**src/rtl/mm_stream_param_pkg.sv**
```systemverilog
// Shared definitions for the streaming matrix multiplier: FSM state encoding and width helpers.
package mm_stream_param_pkg;

  typedef enum logic [2:0] {
    READ_A,
    READ_B,
    CHECK,
    MAC,
    EMIT,
    ERR,
    DONE
  } state_t;

  function automatic int idx_w(input int max_dim);
    return (max_dim < 2) ? 1 : $clog2(max_dim);
  endfunction

  // Narrowest out_data that holds a full dot product of MAX_DIM terms without wrap.
  function automatic int min_out_w(input int data_w, input int max_dim);
    return 2 * data_w + idx_w(max_dim) + 1;
  endfunction

endpackage

```
**src/rtl/mm_stream_param_mac.sv**
```systemverilog
// Extend/multiply/accumulate datapath: acc <= (clear ? 0 : acc) + ext(a) * ext(b) when enabled.
module mm_stream_param_mac
  import mm_stream_param_pkg::*;
#(
  parameter int DATA_W = 8,
  parameter int OUT_W  = 20,
  parameter int SIGNED = 1
) (
  input  logic                     i_clk,
  input  logic                     i_rst,
  input  logic                     i_clear,
  input  logic                     i_en,
  input  logic [DATA_W-1:0]        i_a,
  input  logic [DATA_W-1:0]        i_b,
  output logic signed [OUT_W-1:0]  o_acc
);

  logic                    w_a_sx;
  logic                    w_b_sx;
  logic signed [OUT_W-1:0] w_a_ext;
  logic signed [OUT_W-1:0] w_b_ext;
  logic signed [OUT_W-1:0] w_prod;
  logic signed [OUT_W-1:0] r_acc;

  assign w_a_sx  = (SIGNED != 0) ? i_a[DATA_W-1] : 1'b0;
  assign w_b_sx  = (SIGNED != 0) ? i_b[DATA_W-1] : 1'b0;
  assign w_a_ext = {{(OUT_W-DATA_W){w_a_sx}}, i_a};
  assign w_b_ext = {{(OUT_W-DATA_W){w_b_sx}}, i_b};
  assign w_prod  = w_a_ext * w_b_ext;

  always_ff @(posedge i_clk) begin
    if (i_rst) begin
      r_acc <= '0;
    end else if (i_en) begin
      r_acc <= (i_clear ? '0 : r_acc) + w_prod;
    end
  end

  assign o_acc = r_acc;

endmodule

```
**src/rtl/mm_stream_param.sv**
```systemverilog
// Streaming C = A x B with runtime shapes up to MAX_DIM; first result 2+cols(A) cycles after busy rises.
// Input is held off with busy while computing; beats presented during busy are dropped.
module mm_stream_param
  import mm_stream_param_pkg::*;
#(
  parameter int DATA_W  = 8,
  parameter int MAX_DIM = 4,
  parameter int OUT_W   = 20,
  parameter int SIGNED  = 1
) (
  input  logic              i_clk,
  input  logic              i_rst,
  input  logic              i_in_valid,
  input  logic [DATA_W-1:0] i_in_data,
  input  logic              i_col_end,
  input  logic              i_row_end,
  output logic              o_busy,
  output logic              o_valid,
  output logic [OUT_W-1:0]  o_out_data,
  output logic              o_is_legal,
  output logic              o_change_row
);

  localparam int IDX_W = idx_w(MAX_DIM);
  localparam int CNT_W = IDX_W + 1;
  localparam logic [CNT_W-1:0] MAX_C = CNT_W'(MAX_DIM);

  if (OUT_W < min_out_w(DATA_W, MAX_DIM)) begin : g_out_w_check
    $error("OUT_W too narrow for DATA_W and MAX_DIM");
  end

  state_t                  r_state;
  logic [DATA_W-1:0]       r_a [MAX_DIM][MAX_DIM];
  logic [DATA_W-1:0]       r_b [MAX_DIM][MAX_DIM];
  logic [CNT_W-1:0]        r_r, r_c;
  logic [CNT_W-1:0]        r_rows_a, r_cols_a, r_rows_b, r_cols_b;
  logic [IDX_W-1:0]        r_i, r_j, r_k;
  logic                    r_err;
  logic                    r_busy, r_valid, r_is_legal, r_change_row;
  logic [OUT_W-1:0]        r_out_data;

  logic                    w_beat, w_last_col, w_in_range, w_reading;
  logic [CNT_W-1:0]        w_c_next, w_r_next, w_cols_cur;
  logic                    w_k_last, w_j_last, w_i_last;
  logic signed [OUT_W-1:0] w_acc;

  assign w_reading  = (r_state == READ_A) || (r_state == READ_B);
  assign w_beat     = i_in_valid & ~r_busy & w_reading;
  assign w_last_col = i_col_end | i_row_end;
  assign w_in_range = (r_r < MAX_C) && (r_c < MAX_C);
  // Counters saturate at MAX_DIM; any beat landing there has already raised err.
  assign w_c_next   = (r_c == MAX_C) ? r_c : r_c + 1'b1;
  assign w_r_next   = (r_r == MAX_C) ? r_r : r_r + 1'b1;
  assign w_cols_cur = (r_state == READ_A) ? r_cols_a : r_cols_b;
  assign w_k_last   = ({1'b0, r_k} == r_cols_a - 1'b1);
  assign w_j_last   = ({1'b0, r_j} == r_cols_b - 1'b1);
  assign w_i_last   = ({1'b0, r_i} == r_rows_a - 1'b1);

  always_ff @(posedge i_clk) begin
    if (w_beat && w_in_range) begin
      if (r_state == READ_A) begin
        r_a[r_r[IDX_W-1:0]][r_c[IDX_W-1:0]] <= i_in_data;
      end else begin
        r_b[r_r[IDX_W-1:0]][r_c[IDX_W-1:0]] <= i_in_data;
      end
    end
  end

  mm_stream_param_mac #(
    .DATA_W (DATA_W),
    .OUT_W  (OUT_W),
    .SIGNED (SIGNED)
  ) u_mac (
    .i_clk   (i_clk),
    .i_rst   (i_rst),
    .i_clear (r_k == '0),
    .i_en    (r_state == MAC),
    .i_a     (r_a[r_i][r_k]),
    .i_b     (r_b[r_k][r_j]),
    .o_acc   (w_acc)
  );

  always_ff @(posedge i_clk) begin
    if (i_rst) begin
      r_state      <= READ_A;
      r_busy       <= 1'b0;
      r_valid      <= 1'b0;
      r_out_data   <= '0;
      r_is_legal   <= 1'b1;
      r_change_row <= 1'b0;
      r_r          <= '0;
      r_c          <= '0;
      r_rows_a     <= '0;
      r_cols_a     <= '0;
      r_rows_b     <= '0;
      r_cols_b     <= '0;
      r_i          <= '0;
      r_j          <= '0;
      r_k          <= '0;
      r_err        <= 1'b0;
    end else begin
      r_valid      <= 1'b0;
      r_is_legal   <= 1'b1;
      r_change_row <= 1'b0;
      case (r_state)
        READ_A, READ_B: begin
          if (w_beat) begin
            if (!w_in_range) r_err <= 1'b1;
            if (w_last_col) begin
              if (r_r == '0) begin
                if (r_state == READ_A) r_cols_a <= w_c_next;
                else                   r_cols_b <= w_c_next;
              end else if (w_c_next != w_cols_cur) begin
                r_err <= 1'b1;
              end
              r_c <= '0;
              r_r <= w_r_next;
              if (i_row_end) begin
                r_r <= '0;
                if (r_state == READ_A) begin
                  r_rows_a <= w_r_next;
                  r_state  <= READ_B;
                end else begin
                  r_rows_b <= w_r_next;
                  r_busy   <= 1'b1;
                  r_state  <= CHECK;
                end
              end
            end else begin
              r_c <= w_c_next;
            end
          end
        end
        CHECK: begin
          r_i <= '0;
          r_j <= '0;
          r_k <= '0;
          r_state <= (r_err || (r_cols_a != r_rows_b)) ? ERR : MAC;
        end
        MAC: begin
          if (w_k_last) r_state <= EMIT;
          else          r_k <= r_k + 1'b1;
        end
        EMIT: begin
          r_valid      <= 1'b1;
          r_out_data   <= w_acc;
          r_change_row <= w_j_last;
          r_k          <= '0;
          r_state      <= MAC;
          if (w_j_last) begin
            r_j <= '0;
            r_i <= r_i + 1'b1;
            if (w_i_last) r_state <= DONE;
          end else begin
            r_j <= r_j + 1'b1;
          end
        end
        ERR: begin
          r_valid    <= 1'b1;
          r_is_legal <= 1'b0;
          r_out_data <= '0;
          r_state    <= DONE;
        end
        DONE: begin
          r_busy   <= 1'b0;
          r_rows_a <= '0;
          r_cols_a <= '0;
          r_rows_b <= '0;
          r_cols_b <= '0;
          r_r      <= '0;
          r_c      <= '0;
          r_err    <= 1'b0;
          r_state  <= READ_A;
        end
        default: r_state <= READ_A;
      endcase
    end
  end

  assign o_busy       = r_busy;
  assign o_valid      = r_valid;
  assign o_out_data   = r_out_data;
  assign o_is_legal   = r_is_legal;
  assign o_change_row = r_change_row;

endmodule

```
**config.mk**
```make
export PLATFORM = sky130hd
export DESIGN_NAME = mm_stream_param
export DESIGN_NICKNAME = d
export VERILOG_FILES = /design/src/rtl/mm_stream_param_pkg.sv /design/src/rtl/mm_stream_param_mac.sv /design/src/rtl/mm_stream_param.sv
export SDC_FILE = /design/constraint.sdc
export NUM_CORES = 1
export LEC_CHECK = 0
export CORE_MARGIN = 2
export CORE_UTILIZATION = 61
export CTS_CLUSTER_SIZE = 30
export DETAILED_ROUTE_END_ITERATION = 12
export PLACE_DENSITY = 0.87
export SLEW_MARGIN = 25
export SYNTH_ARGS = -nofsm -noshare
export SYNTH_HDL_FRONTEND = slang
export SYNTH_SLANG_ARGS = --single-unit
```
**constraint.sdc**
```tcl
create_clock -name i_clk -period 15.8 [get_ports i_clk]
set_input_delay 3.16 -clock i_clk [delete_from_list [all_inputs] [get_ports i_clk]]
set_output_delay 3.16 -clock i_clk [all_outputs]
set_load 0.03 [all_outputs]
```
==> results.md <==
- Hold WC Path Type: reg2reg
- Cells after Synth: roughly 1300
- Vias in the first global route: 10800
- Fmax: around 120 MHz
- Reg power frac: 33.1%
- Power per cell area: 154 nW/µm²
- Die Y: 171 µm
- GRT Resource Usage Total: around 28%
- Core area: 27600 µm²
- Crit path kind: reg2reg
- First-pass GRT wire length: a little over 60000 µm
- Register area share after synthesis: a little over half
- WHS: approximately 0.46 ns
- CTS Buf Count: 34
- Via count: around 11000
- Synthesized area: 17000 µm²
- Synth Register Bits: around 330
- Asr flop ratio synth: 0%
- Routed len/inst: 23.5 µm
- Worst path most repeated cell: fa_1
- Worst-Margin Slew: 0.886 ns
- Port Buffer Count: 36
- Syn_nets: between 1000 and 1500
- Initial Util: roughly three fifths
- Clock Skews: roughly 0.017 ns
- Grt ovf: 0
- Setup crit start kind: register
- Setup tns final: 0 ns
- Post-CTS Setup Repair Bufs: 0
- Final Max Tran Viols: 0
- Routability cong.: slightly below 0.9
- CP bufs+invs: 4
- Iter 0 DRT Violations: around 1300
- NumNets Final: approximately 1400
- Yosys warning total: 0
- Min-delay src: u_mac.o_acc[5]
- P_sw: slightly above 1000 µW
- Logic pwr share: about two fifths
- Hold Fails Final Rpt: 0
- TritonRoute pass-1 iters: 5
- Most frequent cells in the layout: 256 x edfxtp_1, 107 x inv_1, 89 x nor2_1
- CTS clock-pin slew for the worst setup and hold paths: roughly 0.060 ns
- Peak supply drop: roughly 140 µV
- Vias per cell: ~6.4
- RSZ-0062 raised after global routing: no
- Switching Share: 35.6%
- Post-layout min period: between 8 and 9 ns
- DRC violations left: 0
- Cell Int Power: about 1900 µW
- Largest net degree at the start of global routing: 74
- Post-synth EDFFs: between 200 and 300
- Clock Sinks: between 300 and 400
- Post_cts resized: 0
- Mapped Avg Cell Area: 13.5 µm²
- Die X: approximately 170 µm
- Routed Antenna Nets: 0
- H-tree Lvls: 2
- Critical path arrival: slightly below 9 ns
- Row cnt: 61
- Period Utilization, post-route: 52.4%
- Hold bufs inserted after CTS: 0
- Max Cap Violations: 0
- DIE AREA: approximately 30000 µm²
- Slew HR: about 40%
- Final Routed Wirelength: 39700 µm
- Area Overhead vs Synth: 10.4%
- Share of layout cells above drive strength 1: between 10% and 20%
- Slowest stage delay, CP: ~0.66 ns
- Initial antenna violation count: 0
- Post-DP HPWL: between 20000 and 25000 µm
- Clock share of power: a little over a quarter
- Leak: 0.00672 µW
- Status: completed
- Slowest stage cell, crit path: dfxtp_2
- Worst EP required: approximately 16 ns
- Fillers: between 1500 and 2000
- Ys flop type: edfxtp_1
- Clk_lat worst skew: roughly 0.53 ns
- CTS Root Cell: clkbuf_16
- Final setup viols: 0
- Synth unique cells: 60
- CP top delay family: adder cells
- I/O pin total: 37
- Buffer depth of the longest clock path: 3
- CP max FO: 18
- Commonest non-fill, non-tap cell in the layout: edfxtp_1
- Antenna cells: 0
- TritonCTS clock tree: built
- Nature of the critical path endpoint: register
stage by stage:
stage	utilization (%)	instance area, µm²	worst slack (ns)	std cells	total power (µW)
final	68.0	18700	7.53	1692	2880
after global routing	68.0	18700	7.03	1692	3060
after CTS	68.1	18800	7.53	1692	2880
after detailed placement	64.2	17700	7.65	1631	2100
after global placement	64.2	17700	7.80	1631	2060
after floorplan	-	17000	8.15	1259	1870
synth_stat cells (18+ instances only):
cell type | n | share of area (%)
edfxtp_1 | 256 | 45
inv_1 | 107 | 2.4
nor2_1 | 89 | 2.0
mux4_2 | 79 | 10
dfxtp_1 | 76 | 9.0
a21oi_1 | 71 | 2.1
ha_1 | 60 | 4.4
fa_1 | 56 | 6.6
nand2_1 | 51 | 1.1
and2_1 | 48 | 1.8
clkbuf_1 | 40 | 0.88
and3_1 | 32 | 1.2
xnor2_1 | 29 | 1.5
nor2b_1 | 24 | 0.88
nor3b_1 | 21 | 0.93
mux2i_1 | 18 | 1.1
o21ai_0 | 18 | 0.53
per-layer routing:
metal | track usage (%) | vias to the layer above | wire (µm)
met2 | 48.4 | 609 | 20200
met5 | 0 | - | 0
met3 | 3.75 | 124 | 3010
li1 | - | 4685 | -
met1 | 37.0 | 5435 | 15100
met4 | 10.3 | 0 | 1440
power groups by stage:
stage / Combinational [µW] / Sequential, µW / Clock (µW)
after global placement: 1090 / 972 / 0
after global routing: 1280 / 954 / 822
final: 1140 / 954 / 784
after detailed placement: 1130 / 973 / 0
after CTS: 1140 / 954 / 791
after floorplan: 900 / 970 / 0
worst register-to-register path, delay by kind of cell (launching register included):
| family | cells | cell delay (ns) |
|---|---|---|
| flops | 1 | 0.66 |
| simple gates | 5 | 1.11 |
| fa+ha+maj | 6 | 2.88 |
| mux | 2 | 1.15 |
| buf+inv | 4 | 0.62 |
| xor+xnor | 1 | 0.10 |
| compound gates | 9 | 1.61 |
final timing paths:
kind | to | slack [ns] | cells past startpoint
max reg2reg | u_mac.o_acc[19] | 7.53 | 27
min reg2reg | u_mac.o_acc[5] | 0.46 | 2
max | u_mac.o_acc[19] | 7.53 | 27
min | u_mac.o_acc[5] | 0.46 | 2
flip-flops by register name, summed over array words and instances, names as in the netlist, 3 cells and up, named ones only:
signal / flops
r_state: 3
r_cols_b: 3
r_a: 128
r_cols_a: 3
r_r: 3
o_out_data: 20
u_mac.o_acc: 20
r_rows_a: 3
r_b: 128
r_c: 3
r_rows_b: 3
cell families (layout without fill, tap and decap cells):
logic type / count (synthesis) / count (layout) / synth area share [%]
AND/OR/NAND/NOR: 345 / 345 / 10.8
flip-flops: 332 / 332 / 54.3
AO/OA/AOI/OAI: 165 / 165 / 6.30
buffers and inverters: 158 / 213 / 3.55
adder cells (fa/ha/maj): 116 / 116 / 11.0
multiplexers: 99 / 99 / 11.7
XOR/XNOR: 44 / 44 / 2.35
area by class of cell:
type	instances	area [µm²]	area share, %
inverter	107	402	2.14
clock inverter	16	174	0.928
clock buffer	45	902	4.82
multi-input combinational	769	7190	38.4
timing repair buffer	45	383	2.04
sequential	332	9210	49.2
tap	378	473	2.52
Note: power is estimated with default switching activity, not from simulation.
